File: config.mk
export PLATFORM = sky130hd
export DESIGN_NAME = chan_scan_ctrl
export DESIGN_NICKNAME = d
export VERILOG_FILES = /design/src/rtl/scan_pkg.sv /design/src/rtl/scan_dwell_cnt.sv /design/src/rtl/chan_scan_ctrl.sv
export SDC_FILE = /design/constraint.sdc
export NUM_CORES = 1
export LEC_CHECK = 0
export ABC_AREA = 1
export BUFFER_PORTS_ARGS = -buffer_cell sky130_fd_sc_hd__buf_2
export CORE_MARGIN = 2
export CORE_UTILIZATION = 45
export DETAILED_ROUTE_END_ITERATION = 6
export HOLD_SLACK_MARGIN = 0.05
export PLACE_DENSITY = 0.67
export SETUP_SLACK_MARGIN = 0.2
export SLEW_MARGIN = 20
export SYNTH_ARGS = -nofsm -noshare
export SYNTH_HDL_FRONTEND = slang
export SYNTH_SLANG_ARGS = --single-unit
File: constraint.sdc
create_clock -name clk -period 1.9 [get_ports clk]
set_input_delay 0.475 -clock clk [delete_from_list [all_inputs] [get_ports clk]]
set_output_delay 0.475 -clock clk [all_outputs]
set_load 0.01 [all_outputs]
File: src/rtl/scan_pkg.sv
// Shared types and sizes for the 4-channel analog mux scan controller.
package scan_pkg;

  localparam int unsigned NUM_CH  = 4;
  localparam int unsigned SEL_W   = 2;
  localparam int unsigned DWELL_W = 8;

  typedef enum logic [1:0] {
    IDLE   = 2'd0,
    SETTLE = 2'd1,
    SAMPLE = 2'd2,
    HOLD   = 2'd3
  } scan_state_e;

endpackage

File: src/rtl/scan_dwell_cnt.sv
// Per-channel settle counter: load, decrement toward zero, registered zero flag.
module scan_dwell_cnt
  import scan_pkg::*;
(
  input  logic               clk,
  input  logic               rst_n,
  input  logic               load_i,
  input  logic [DWELL_W-1:0] load_val_i,
  input  logic               dec_en_i,
  output logic               zero_o
);

  logic [DWELL_W-1:0] cnt_q, cnt_d;
  logic               zero_q;

  // Load wins over decrement; the count saturates at zero.
  always_comb begin
    cnt_d = cnt_q;
    if (load_i) begin
      cnt_d = load_val_i;
    end else if (dec_en_i && (cnt_q != '0)) begin
      cnt_d = cnt_q - DWELL_W'(1);
    end
  end

  always_ff @(posedge clk or negedge rst_n) begin
    if (!rst_n) begin
      cnt_q  <= '0;
      zero_q <= 1'b1;
    end else begin
      cnt_q  <= cnt_d;
      zero_q <= (cnt_d == '0);
    end
  end

  assign zero_o = zero_q;

endmodule

File: src/rtl/chan_scan_ctrl.sv
// Scans 4 mux channels (settle DWELL cycles, then sample) and hands the frame off.
// Optional even-parity output is built only when CHAN_SCAN_PARITY_EN is defined.
module chan_scan_ctrl
  import scan_pkg::*;
#(
  parameter int unsigned DWELL = 4,
  parameter int unsigned CONT  = 0
) (
  input  logic              clk,
  input  logic              rst_n,
  input  logic              start,
  output logic              sel_a,
  output logic              sel_b,
  output logic              mux_en,
  input  logic              mux_y,
  output logic [NUM_CH-1:0] frame,
  output logic              frame_valid,
  input  logic              frame_ready,
  output logic              frame_par,
  output logic              busy
);

  localparam logic [DWELL_W-1:0] DWELL_LOAD = DWELL_W'(DWELL - 1);
  localparam logic [SEL_W-1:0]   LAST_CH    = SEL_W'(NUM_CH - 1);

  scan_state_e       state_q, state_d;
  logic [SEL_W-1:0]  ch_q, ch_d;
  logic [NUM_CH-1:0] frame_q, frame_d;
  logic              mux_en_q, mux_en_d;
  logic              busy_q, busy_d;
  logic              valid_q, valid_d;
  logic              cnt_load, cnt_dec, cnt_zero;

  scan_dwell_cnt u_dwell (
    .clk        (clk),
    .rst_n      (rst_n),
    .load_i     (cnt_load),
    .load_val_i (DWELL_LOAD),
    .dec_en_i   (cnt_dec),
    .zero_o     (cnt_zero)
  );

  always_ff @(posedge clk or negedge rst_n) begin
    if (!rst_n) begin
      state_q  <= IDLE;
      ch_q     <= '0;
      frame_q  <= '0;
      mux_en_q <= 1'b0;
      busy_q   <= 1'b0;
      valid_q  <= 1'b0;
    end else begin
      state_q  <= state_d;
      ch_q     <= ch_d;
      frame_q  <= frame_d;
      mux_en_q <= mux_en_d;
      busy_q   <= busy_d;
      valid_q  <= valid_d;
    end
  end

  // Next state, channel and sample capture.
  always_comb begin
    state_d  = state_q;
    ch_d     = ch_q;
    frame_d  = frame_q;
    cnt_load = 1'b0;
    cnt_dec  = 1'b0;
    unique case (state_q)
      IDLE: begin
        if (start) begin
          state_d  = SETTLE;
          ch_d     = '0;
          cnt_load = 1'b1;
        end
      end
      SETTLE: begin
        if (cnt_zero) state_d = SAMPLE;
        else          cnt_dec = 1'b1;
      end
      SAMPLE: begin
        frame_d[ch_q] = mux_y;
        if (ch_q == LAST_CH) begin
          state_d = HOLD;
        end else begin
          state_d  = SETTLE;
          ch_d     = ch_q + SEL_W'(1);
          cnt_load = 1'b1;
        end
      end
      HOLD: begin
        if (frame_ready) begin
          if ((CONT != 0) || start) begin
            state_d  = SETTLE;
            ch_d     = '0;
            cnt_load = 1'b1;
          end else begin
            state_d = IDLE;
          end
        end
      end
      default: state_d = IDLE;
    endcase
  end

  // Outputs are registered from the next state so they line up with it.
  always_comb begin
    mux_en_d = (state_d == SETTLE) || (state_d == SAMPLE);
    busy_d   = (state_d != IDLE);
    valid_d  = (state_d == HOLD);
  end

`ifdef CHAN_SCAN_PARITY_EN
  logic par_q;

  always_ff @(posedge clk or negedge rst_n) begin
    if (!rst_n) par_q <= 1'b0;
    else        par_q <= ^frame_d;
  end

  assign frame_par = par_q;
`else
  assign frame_par = 1'b0;
`endif

  assign sel_a       = ch_q[1];
  assign sel_b       = ch_q[0];
  assign mux_en      = mux_en_q;
  assign busy        = busy_q;
  assign frame_valid = valid_q;
  assign frame       = frame_q;

endmodule

==> flow_summary.ini, run 1 <==
[die]
ioPinCount = 15
die-area_mm2 = 0.00297
coreArea_mm2 = 0.00245
rows = 18
initial_core_util_pct = 46.8
die_h_um = 54.5
dieWidth_um = 54.5

[min_path]
hp-class = in2async

[clock_network]
ctsHtreeMaxLevel = 1
clock-sinks = 20
cts_tree = built
cts-buffers-inserted = 3
cts_root_buf = clkbuf_4
cts_setup_buffers = 0
clkTransAtPathRegs_ns = 0.12
clock_path_buffers = 2
clkLatencyLatePin_ns = 0.29

[synth]
ys_types = 27
ys_seq_elements = 20
synth_cells = 142
yosys-top-cells-count = 39 x nand2_1, 21 x inv_1, 19 x dfrtp_1, 10 x nor2_1, 9 x o21ai_0
synth_ff_type = dfrtp_1
synth.area.top_cells = dfrtp_1 41%, nand2_1 13%, ha_1 8.7%
yosysSeqAreaShare_pct = 43.7
synth_area_per_cell_um2 = 8.09
yosysWarnings = 0
synth_most_common_cell = nand2_1
synth_edf_count = 0
synth_top_cell_area_share_pct = 41.4
synthArstFlopShare_pct = 100
synth_top_cell_by_area = dfrtp_1
synth_area_mm2 = 0.00115
syn_nets = 155

[sta]
fin_crit_ns = 1.53
finClkSkew_ns = 0.00683
drv_slew = 0
rsz0062_at_grt = false
finalHoldViolations = 0
fmax_mhz = 654
setup_tns_ns = 0
fin_hold_ws_ns = 0.0995
post-route-period-util_pct = 80.5
setup_viol = 0

[setup_path]
crit_arrival_ns = 1.77
cp.required_ns = 2.14
rr_endpoint = u_dwell.zero_o$_DFF_PN1_
crit_type = reg2reg
r2r_slack_ns = 0.37
worstRegToRegCells = 10
endpoint_kind = flip-flop
crit_fanout = 7
timing.rr.start = state_q[1]$_DFF_PN0_
critPathLaunchType = flip-flop

[route]
dr.pass1.iters = 4
drc = 0
wl_per_cell_um = 11.4
drtIter0Drc = 19
via_count = 940
final_antenna_net_count = 0
via_per_inst = 5.00
routed_wl_um = 2150

[cells_and_area]
syn_to_final_growth_pct = 13.0
diodes = 0
nets = 172
layout-drive-gt1-share_pct = 22.2

[global_routing]
grt_pass1_vias = 870
grt_usage_pct = 17.3
grt_overflow = 0
antenna_found_initial = 0
grt_max_degree = 21
grt_pass1_wl_um = 3710

[pwr]
ir_drop_mv = 0.819
p_leak_nw = 0.673
power_density_mw_per_mm2 = 1490

[placed_design]
gp_congestion = 0.870
hpwl_um = 1700
portBuffers = 13

[run_status]
status = finished, final reports clean

[run]
maxCapViolations = 0
## metrics by stage
step	instances	cell area [um^2]	power [mW]	utilization [%]	setup WS, ns
floorplan	142	1150	1.40	-	0.480
global placement	184	1240	1.61	50.7	0.331
finish	188	1300	1.93	52.9	0.370
global route	188	1300	2.14	52.9	0.206
detailed placement	184	1240	1.66	50.7	0.301
CTS	188	1280	1.90	52.1	0.305
## registers in the layout, indices dropped and copies added (netlist names)
name / count
frame: 4
u_dwell.cnt_q: 8
mux_en: 1
u_dwell.zero_o: 1
state_q: 2
busy: 1
frame_valid: 1
ch_q: 2
## cell families after synthesis
kind of cell	Yosys count	synth area share, %
and+or+nand+nor	71	29.3
buffers and inverters	24	8.17
DFF	20	43.7
AOI/OAI and AO/OA	16	8.28
adders and majority gates	8	8.71
xor gates and xnor gates	2	1.53
other	1	0.326
## metal layers
metal  GRT usage, %  part of all wire [%]  routed length, um
met1           21.9                    47               1020
met2           30.3                    48               1040
met3           3.28                   3.7                 80
met4           3.75                  0.56                 12
met5              0                     0                  0
## final cells by class
class / count / area [um^2]
Fill cell: 236 / 1160
Multi-Input combinational cell: 98 / 571
Sequential cell: 20 / 502
Inverter: 23 / 86.3
Timing Repair Buffer: 13 / 65.1
Tap cell: 30 / 37.5
Clock buffer: 4 / 36.3
## where the power goes
part / internal [mW] / total, mW / switching [mW]
Combinational: 0.366 / 0.997 / 0.631
Clock: 0.117 / 0.244 / 0.128
Sequential: 0.567 / 0.690 / 0.123
Total: 1.05 / 1.93 / 0.882
## worst max path at each step
stage                                from                  endpoint  slack (ns)  cells after the start
2_1_floorplan  u_dwell.cnt_q[0]$_DFF_PN0_  u_dwell.zero_o$_DFF_PN1_        0.48                      9
3_3_place_gp                        start  u_dwell.zero_o$_DFF_PN1_        0.33                      8
3_5_place_dp                        start  u_dwell.zero_o$_DFF_PN1_        0.30                      9
4_1_cts        u_dwell.cnt_q[0]$_DFF_PN0_  u_dwell.zero_o$_DFF_PN1_        0.31                      9
5_1_grt        u_dwell.cnt_q[0]$_DFF_PN0_  u_dwell.zero_o$_DFF_PN1_        0.21                     10
6_report             state_q[1]$_DFF_PN0_  u_dwell.zero_o$_DFF_PN1_        0.37                     10
## critical path: stages, from the launching register on
cell     delay, ns
dfrtp_1       0.46
inv_1         0.12
nand2_1       0.09
nor2_4        0.15
inv_1         0.09
nor2_4        0.19
nand2_1       0.10
a21oi_2       0.14
nor2_1        0.06
nand2_1       0.06
nor2_1        0.04
## repair_timing
item / 4_1_cts / 5_1_grt
endpoints found under the setup margin: 0 / 1
resized for setup: 0 / 5
hold buffers: 0 / 0
## layout by cell type, fill, tap and decap left out, types with 3 or more instances in the layout
cell      count
clkbuf_4      3
inv_1        20
dfrtp_1      19
ha_1          8
buf_2        13
inv_2         3
nor2_1        8
nand2_1      39
nand3_1       8
o21ai_0       9
nor2_2        4
Power figures use the tool's default switching activity.
==> inputs of run 2 (changes only) <==
==> constraint.sdc (replaced) <==
create_clock -name clk -period 1.49 [get_ports clk]
set_input_delay 0.3725 -clock clk [delete_from_list [all_inputs] [get_ports clk]]
set_output_delay 0.3725 -clock clk [all_outputs]
set_load 0.01 [all_outputs]
==> flow_summary.ini, run 2 (synthesis gave the netlist of run 1 again) <==
[route]
wl_per_cell_um = 12.7
via_count = 1040
final_antenna_net_count = 0
dr.pass1.iters = 4
via_per_inst = 5.05
drtIter0Drc = 14
routed_wl_um = 2620
drc = 0

[sta]
fin_hold_ws_ns = 0.397
post-route-period-util_pct = 103
finClkSkew_ns = 0.00196
rsz0062_at_grt = true
finalHoldViolations = 0
setup_tns_ns = -0.0476
fin_ws_ns = -0.0476
drv_slew = 0
fmax_mhz = 650
fin_crit_ns = 1.54
setup_viol = 1

[global_routing]
grt_usage_pct = 19.4
grt_max_degree = 21
grt_pass1_vias = 964
grt_overflow = 0
antenna_found_initial = 0
grt_pass1_wl_um = 4020

[setup_path]
r2r_slack_ns = -0.05
timing.rr.start = u_dwell.cnt_q[1]$_DFF_PN0_
endpoint_kind = flip-flop
cp.required_ns = 1.72
critPathLaunchType = flip-flop
worstRegToRegCells = 10
crit_fanout = 7
crit_arrival_ns = 1.77
rr_endpoint = u_dwell.zero_o$_DFF_PN1_
crit_type = reg2reg

[pwr]
ir_drop_mv = 1.26
power_density_mw_per_mm2 = 1950
p_leak_nw = 0.772
power_mw = 3.06

[run_status]
violations = setup timing
status = finished with violations

[die]
initial_core_util_pct = 46.8
rows = 18
ioPinCount = 15
die-area_mm2 = 0.00297
coreArea_mm2 = 0.00245
die_h_um = 54.5
dieWidth_um = 54.5

[placed_design]
portBuffers = 13
gp_congestion = 0.868
place_inst = 189
hpwl_um = 1700
place_area_mm2 = 0.00131

[cells_and_area]
largest_register_ffs = 8
syn_to_final_growth_pct = 36.7
final_common_cell = nand2_1
multi_input_area_um2 = 692
nets = 190
stdcell_area_mm2 = 0.00157
fillerInstances = 216
diodes = 0
top_register = u_dwell.cnt_q
final-seq-area_um2 = 508
final_cells = 206
layout-drive-gt1-share_pct = 46.6
layout_common_cells = 31 x nand2_1, 16 x inv_1, 14 x dfrtp_1

[clock_network]
ctsHtreeMaxLevel = 1
clkTransAtPathRegs_ns = 0.10
cts_tree = built
clkLatencyLatePin_ns = 0.29
cts-buffers-inserted = 3
cts_root_buf = clkbuf_4
clock-sinks = 20
clock_path_buffers = 2

[run]
maxCapViolations = 0

[min_path]
hold_start = mux_y
whs_path_depth = 3
min_to = frame[2]$_DFFE_PN0P_
hp-class = in2reg
==> run 2: cell count changes in the layout (fill, tap and decap cells not counted), moves of 4 or more <==
cell,change
dfrtp_2,+5
buf_6,+6
buf_4,+11
dfrtp_1,-5
inv_2,+4
nand2_1,-8
nand2_2,+7
o21ai_0,-4
nor2_1,-4
inv_1,-4
==> run 2: how the worst max path moves through the flow <==
stage	from	endpoint	slack, ns	depth (start not counted)
final	u_dwell.cnt_q[1]$_DFF_PN0_	u_dwell.zero_o$_DFF_PN1_	-0.05	10
after global routing	u_dwell.cnt_q[1]$_DFF_PN0_	u_dwell.zero_o$_DFF_PN1_	-0.12	10
after CTS	state_q[1]$_DFF_PN0_	u_dwell.zero_o$_DFF_PN1_	0.01	10
after detailed placement	start	u_dwell.zero_o$_DFF_PN1_	-0.03	9
after global placement	start	u_dwell.zero_o$_DFF_PN1_	0.02	9
after floorplan	u_dwell.cnt_q[3]$_DFF_PN0_	u_dwell.zero_o$_DFF_PN1_	0.17	9
==> run 2: area by class of cell <==
type	instances	share of cell area, %
Timing Repair Buffer	30	14.0
Sequential cell	20	32.4
Multi-Input combinational cell	99	44.1
Clock buffer	4	1.67
Inverter	23	5.50
Tap cell	30	2.39
==> run 2: stage by stage <==
step,util [%],setup WS (ns)
3_5_place_dp,53.3,-0.0348
5_1_grt,64.0,-0.120
3_3_place_gp,53.3,0.0161
6_report,64.0,-0.0476
2_1_floorplan,-,0.171
4_1_cts,59.7,0.0142
==> run 2: what timing repair did <==
action,in CTS,in global routing
hold buffers,1,0
gates cloned,1,0
pin swaps,9,11
endpoints found under the hold margin,19,0
buffers inserted,7,4
resized for setup,18,26
setup endpoints to repair,13,16
==> run 2: critical path: stages (launching register included) <==
cell,delay (ns)
dfrtp_1,0.44
inv_2,0.08
ha_4,0.16
nand2_4,0.10
nor2_4,0.05
nor2_4,0.21
nand2_2,0.08
a21oi_2,0.16
nor2_1,0.05
nand2_1,0.10
nor2_2,0.05
==> run 2: where the power goes <==
part / switching (mW) / internal, mW / leakage, nW
Combinational: 1.09 / 0.800 / 0.524
Sequential: 0.181 / 0.732 / 0.233
Clock: 0.152 / 0.104 / 0.0150
Total: 1.42 / 1.64 / 0.772
==> run 2: metal layers <==
layer	vias to the layer above	track usage [%]	share of wire [%]
li1	513	-	-
met5	-	0	0
met4	0	9.17	1.6
met2	17	35.5	56
met3	4	3.55	2.7
met1	506	21.3	40
